<file path="src/rtl/patdet_pkg.sv">
// Shared constants and helpers for the run-time-loadable pattern sequence detector.
package patdet_pkg;

    localparam int MODE_STICKY  = 1;
    localparam int MODE_REARM   = 0;

    localparam int DEF_SYM_W    = 2;
    localparam int DEF_PAT_LEN  = 3;
    localparam int DEF_IDLE_SYM = 0;

    // Progress counts 0..PAT_LEN inclusive, so it needs room for PAT_LEN+1 values.
    function automatic int patdet_pw(input int pat_len);
        return $clog2(pat_len + 1);
    endfunction

endpackage

</file>
<file path="src/rtl/patdet_step.sv">
// Combinational next-progress function of the pattern detector: given the
// current progress, the incoming symbol and the loaded pattern, pick the next progress.
module patdet_step
    import patdet_pkg::*;
#(
    parameter int SYM_W    = DEF_SYM_W,
    parameter int PAT_LEN  = DEF_PAT_LEN,
    parameter int IDLE_SYM = DEF_IDLE_SYM,
    localparam int PW      = patdet_pw(PAT_LEN)
) (
    input  logic [PW-1:0]            p,
    input  logic [SYM_W-1:0]         in_sym,
    input  logic [PAT_LEN*SYM_W-1:0] pat_q,
    output logic [PW-1:0]            p_next,
    output logic                     hit
);

    localparam logic [SYM_W-1:0] IDLE_V = SYM_W'(IDLE_SYM);

    logic [SYM_W-1:0] cur_sym;
    logic [SYM_W-1:0] prev_sym;
    logic [SYM_W-1:0] first_sym;
    logic             armed;

    // Select pat_q[p] and pat_q[p-1] with constant slices so that p==PAT_LEN
    // (the completed sticky state) never indexes past the pattern.
    always_comb begin
        cur_sym   = '0;
        prev_sym  = '0;
        first_sym = pat_q[SYM_W-1:0];
        for (int i = 0; i < PAT_LEN; i++) begin
            if (PW'(i) == p)
                cur_sym = pat_q[i*SYM_W +: SYM_W];
            if (PW'(i + 1) == p)
                prev_sym = pat_q[i*SYM_W +: SYM_W];
        end
    end

    assign armed = (p < PW'(PAT_LEN));

    always_comb begin
        p_next = p;
        if (armed) begin
            if (in_sym == cur_sym)
                p_next = p + PW'(1);
            else if (in_sym == IDLE_V)
                p_next = p;
            else if ((p != '0) && (in_sym == prev_sym))
                p_next = p;
            else if (in_sym == first_sym)
                p_next = PW'(1);
            else
                p_next = '0;
        end
    end

    assign hit = armed && (p_next == PW'(PAT_LEN));

endmodule

</file>
<file path="src/rtl/pattern_seq_detector.sv">
// Valid-qualified stream monitor that detects a run-time-loadable pattern in
// sticky or re-arming mode. Optional saturating match counter under PATDET_COUNT_EN.
module pattern_seq_detector
    import patdet_pkg::*;
#(
    parameter int SYM_W    = DEF_SYM_W,
    parameter int PAT_LEN  = DEF_PAT_LEN,
    parameter int IDLE_SYM = DEF_IDLE_SYM,
    parameter int STICKY   = MODE_STICKY,
    parameter int CNT_W    = 8,
    localparam int PW      = patdet_pw(PAT_LEN)
) (
    input  logic                     clk,
    input  logic                     rst_n,
    input  logic                     cfg_load,
    input  logic [PAT_LEN*SYM_W-1:0] pattern,
    input  logic                     in_valid,
    input  logic [SYM_W-1:0]         in_sym,
    output logic [PW-1:0]            progress,
    output logic                     match_pulse,
    output logic                     ans
`ifdef PATDET_COUNT_EN
    ,
    output logic [CNT_W-1:0]         match_cnt
`endif
);

    localparam bit STICKY_MODE = (STICKY == MODE_STICKY);

    if (SYM_W < 1 || SYM_W > 8 || PAT_LEN < 2 || PAT_LEN > 16 || CNT_W < 1 ||
        (STICKY != MODE_STICKY && STICKY != MODE_REARM)) begin : g_bad_cfg
        $error("pattern_seq_detector: unsupported parameter combination");
    end

    logic [PAT_LEN*SYM_W-1:0] pat_q;
    logic [PW-1:0]            p_next;
    logic                     hit;

    patdet_step #(
        .SYM_W    (SYM_W),
        .PAT_LEN  (PAT_LEN),
        .IDLE_SYM (IDLE_SYM)
    ) u_step (
        .p      (progress),
        .in_sym (in_sym),
        .pat_q  (pat_q),
        .p_next (p_next),
        .hit    (hit)
    );

    // Priority: cfg_load, then a valid symbol, otherwise hold.
    always_ff @(posedge clk or negedge rst_n) begin
        if (!rst_n) begin
            pat_q       <= '0;
            progress    <= '0;
            match_pulse <= 1'b0;
            ans         <= 1'b0;
        end else if (cfg_load) begin
            pat_q       <= pattern;
            progress    <= '0;
            match_pulse <= 1'b0;
            ans         <= 1'b0;
        end else if (in_valid) begin
            match_pulse <= hit;
            if (hit) begin
                progress <= STICKY_MODE ? PW'(PAT_LEN) : '0;
                ans      <= 1'b1;
            end else begin
                progress <= p_next;
                if (!STICKY_MODE)
                    ans <= 1'b0;
            end
        end else begin
            match_pulse <= 1'b0;
            if (!STICKY_MODE)
                ans <= 1'b0;
        end
    end

`ifdef PATDET_COUNT_EN
    localparam logic [CNT_W-1:0] CNT_MAX = '1;

    // Saturating; sticky mode can only ever reach 1 because hit cannot recur.
    always_ff @(posedge clk or negedge rst_n) begin
        if (!rst_n)
            match_cnt <= '0;
        else if (cfg_load)
            match_cnt <= '0;
        else if (in_valid && hit && (match_cnt != CNT_MAX))
            match_cnt <= match_cnt + CNT_W'(1);
    end
`endif

endmodule
</file>
<file path="config.mk">
export PLATFORM = sky130hd
export DESIGN_NAME = pattern_seq_detector
export DESIGN_NICKNAME = d
export VERILOG_FILES = /design/src/rtl/patdet_pkg.sv /design/src/rtl/patdet_step.sv /design/src/rtl/pattern_seq_detector.sv
export SDC_FILE = /design/constraint.sdc
export NUM_CORES = 1
export LEC_CHECK = 0
export BUFFER_PORTS_ARGS = -buffer_cell sky130_fd_sc_hd__buf_4
export CAP_MARGIN = 20
export CORE_MARGIN = 2
export CORE_UTILIZATION = 54
export DETAILED_ROUTE_END_ITERATION = 10
export PLACE_DENSITY_LB_ADDON = 0.08
export SLEW_MARGIN = 40
export SYNTH_ARGS = -nofsm -noshare
export SYNTH_HDL_FRONTEND = slang
export SYNTH_SLANG_ARGS = --single-unit
</file>
<file path="constraint.sdc">
create_clock -name clk -period 6.07 [get_ports clk]
set_input_delay 0.3035 -clock clk [delete_from_list [all_inputs] [get_ports clk]]
set_output_delay 0.3035 -clock clk [all_outputs]
set_load 0.02 [all_outputs]
</file>
==> impl_metrics.py <==
metrics = {
    "floorplan": {
        "io_pins": 16,
        "num_rows": 13,
        "dieHeight_um": 42.5,
        "dieWidth_um": 42.5,
        "start_util": 0.593,
        "core_area_sq_um": 1350,
        "dieArea_sq_um": 1810,
    },
    "critical_path": {
        "crit_required_ns": 6.27,
        "cp_max_fo": 7,
        "endpoint_kind": "flop",
        "worstPathArrival_ns": 2.61,
        "start_kind": "flop",
        "path_class": "flop to flop",
    },
    "clock_tree": {
        "clockRootBuffer": "clkbuf_4",
        "clkLatencyLatePin_ns": 0.26,
        "ctsHoldBuffers": 1,
        "postCtsSetupBuffers": 0,
        "cts_buffers": 3,
        "cts_resized": 0,
        "numClockSinks": 10,
        "cts_buffer_depth": 2,
        "cts_tree": "done",
        "clk_pin_slew_worst_paths_ns": 0.06,
        "htreeDepth": 1,
    },
    "synthesis": {
        "synth.area.top_cells": "dfrtp_1 31%, mux2_2 7.0%, ha_1 6.3%",
        "ys_seq_area_frac": 0.313,
        "ys_types": 37,
        "synth_seq_cells": 10,
        "avgSynthCellArea_sq_um": 10.0,
        "syn-num-nets": 96,
        "netlist_instances": 80,
        "yosysTopAreaCell": "dfrtp_1",
        "synth_top_area_share": 0.313,
        "yosys_warnings": 0,
        "synth_area_sq_um": 801,
    },
    "pwr": {
        "p_sw_frac": 0.339,
        "comb_power_share": 0.364,
        "p_seq_frac": 0.406,
        "power.switching_w": 0.0000662,
        "internal-power_w": 0.000129,
        "p_clk_frac": 0.229,
        "p_per_area_nw_per_um2": 208,
        "p_leak_nw": 0.410,
        "peakVddDrop_v": 0.000168,
    },
    "finish": {
        "nFillCells": 109,
        "nets": 114,
        "diodes": 0,
        "drive_above_1_share": 0.354,
        "final_cells": 111,
        "areaGrowthSynthToFinish_pct": 17.2,
    },
    "placement": {
        "gp_congestion": 0.813,
        "dp_slack_ns": 3.68,
        "hpwl_um": 1260,
        "io_buffers": 15,
        "dp_cells": 107,
    },
    "sta": {
        "fmax_mhz": 415,
        "rsz0062_at_grt": "false",
        "fin_worst_skew_ns": 0.00588,
        "min_period_ns": 2.41,
        "hold_viol_final": 0,
        "hold_ws_ns": 0.245,
        "setup_violations": 0,
        "fin_ws_ns": 3.66,
        "tightestPinTransition_ns": 0.493,
        "tns_ns": 0,
        "relSlewSlack": 0.669,
        "finalMaxSlewViolations": 0,
        "finalCritPeriodShare": 0.397,
    },
    "routing": {
        "ant_nets": 0,
        "drtIter0Drc": 24,
        "drcViolationCount": 0,
        "drtPass1Iterations": 4,
        "vias": 680,
        "drt_wl_total_um": 1640,
        "via_per_inst": 6.13,
        "wl_per_cell_um": 14.8,
    },
    "global_routing": {
        "antenna_found_initial": 0,
        "grt_overflow": 0,
        "globalRouteTotalUtil": 0.225,
        "grt_max_degree": 15,
        "grt_pass1_wl_um": 3040,
        "grt_pass1_vias": 691,
    },
    "hold_path": {
        "hold_path_class": "input port to flop",
    },
    "run": {
        "maxCapViolCount": 0,
    },
    "status": {
        "status": "finished, final reports clean",
    },
}
## cell families after synthesis
group | Yosys count | synth area share
simple gates | 26 | 0.187
compound gates | 20 | 0.220
fa+ha+maj | 4 | 0.0625
xor+xnor | 7 | 0.0766
buf+inv | 7 | 0.0516
mux | 6 | 0.0891
flops | 10 | 0.313
## path summary, 6_finish.rpt
path | slack [ns] | cells past startpoint | start | end
setup / recovery | 3.66 | 8 | progress[0] | progress[1]
hold / removal | 0.25 | 2 | in_valid | progress[0]
setup reg to reg | 3.66 | 8 | progress[0] | progress[1]
hold reg to reg | 0.55 | 1 | pat_q[5] | pat_q[5]
max in group asynchronous | 5.53 | 2 | rst_n | pat_q[4]
min in group asynchronous | 0.40 | 2 | rst_n | ans
## Yosys cell counts (all sizes together)
| cell | n |
|---|---|
| a21oi | 6 |
| a221oi | 1 |
| a22o | 1 |
| a22oi | 1 |
| a31oi | 2 |
| a41oi | 2 |
| and2 | 2 |
| and2b | 3 |
| buf | 3 |
| dfrtp | 10 |
| ha | 4 |
| inv | 4 |
| mux2 | 6 |
| nand2 | 6 |
| nand3 | 1 |
| nand3b | 3 |
| nor2 | 6 |
| nor3 | 1 |
| o21ai | 2 |
| o22a | 1 |
| o22ai | 1 |
| o311a | 1 |
| o31ai | 2 |
| or2b | 1 |
| or3 | 1 |
| or3b | 1 |
| or4 | 1 |
| xnor2 | 3 |
| xor2 | 4 |
## metrics by stage
step / util / area, sq um / total power, W
finish: 0.695 / 938 / 0.000195
floorplan: - / 801 / 0.000132
CTS: 0.695 / 938 / 0.000196
global route: 0.695 / 938 / 0.000209
detailed placement: 0.671 / 906 / 0.000151
global placement: 0.671 / 906 / 0.000149
## power groups by stage
stage               registers [W]  clock network, W  logic [W]
floorplan               0.0000810                 0  0.0000510
global placement        0.0000801                 0  0.0000685
detailed placement      0.0000806                 0  0.0000704
CTS                     0.0000793         0.0000452  0.0000713
global route            0.0000805         0.0000492  0.0000791
finish                  0.0000793         0.0000447  0.0000711
## per-layer routing
metal / up-vias / wire length, um / part of all wire / GRT usage
met5: - / 0 / 0 / 0
met4: 0 / 34 / 0.021 / 0.113
met3: 4 / 101 / 0.061 / 0.0474
met2: 31 / 759 / 0.46 / 0.338
met1: 319 / 746 / 0.45 / 0.303
li1: 326 / - / - / -
## sequential cells by signal, indices dropped and copies added, names as in the netlist
signal,count
pat_q,6
progress,2
ans,1
match_pulse,1
## layout make-up
type	instances	area, sq um	share of cell area
clock buffer	3	22.5	0.0240
inverter	4	15.0	0.0160
multi-input combinational	63	509	0.543
sequential	10	250	0.267
tap	15	18.8	0.0200
timing repair buffer	16	123	0.131
## cell usage in the layout (no fill, tap or decap), types with 2 or more instances in the layout
master	instances
buf_4	15
inv_1	4
xnor2_1	3
dfrtp_1	10
and2b_1	2
ha_1	4
nor2_1	6
xor2_1	4
nand3b_1	3
a21oi_2	2
nand2_1	6
o21ai_0	2
mux2_2	5
clkbuf_4	3
a21oi_1	4
## critical path, cell delays in order (launching register included)
cell and delay [ns]:
dfrtp_1 0.44, inv_1 0.11, ha_1 0.29, nand3b_1 0.21, a21oi_2 0.20, mux2_4 0.33, o31ai_4 0.24, or3b_1 0.39
a21oi_2 0.11
(Power assumes the default switching activity.)
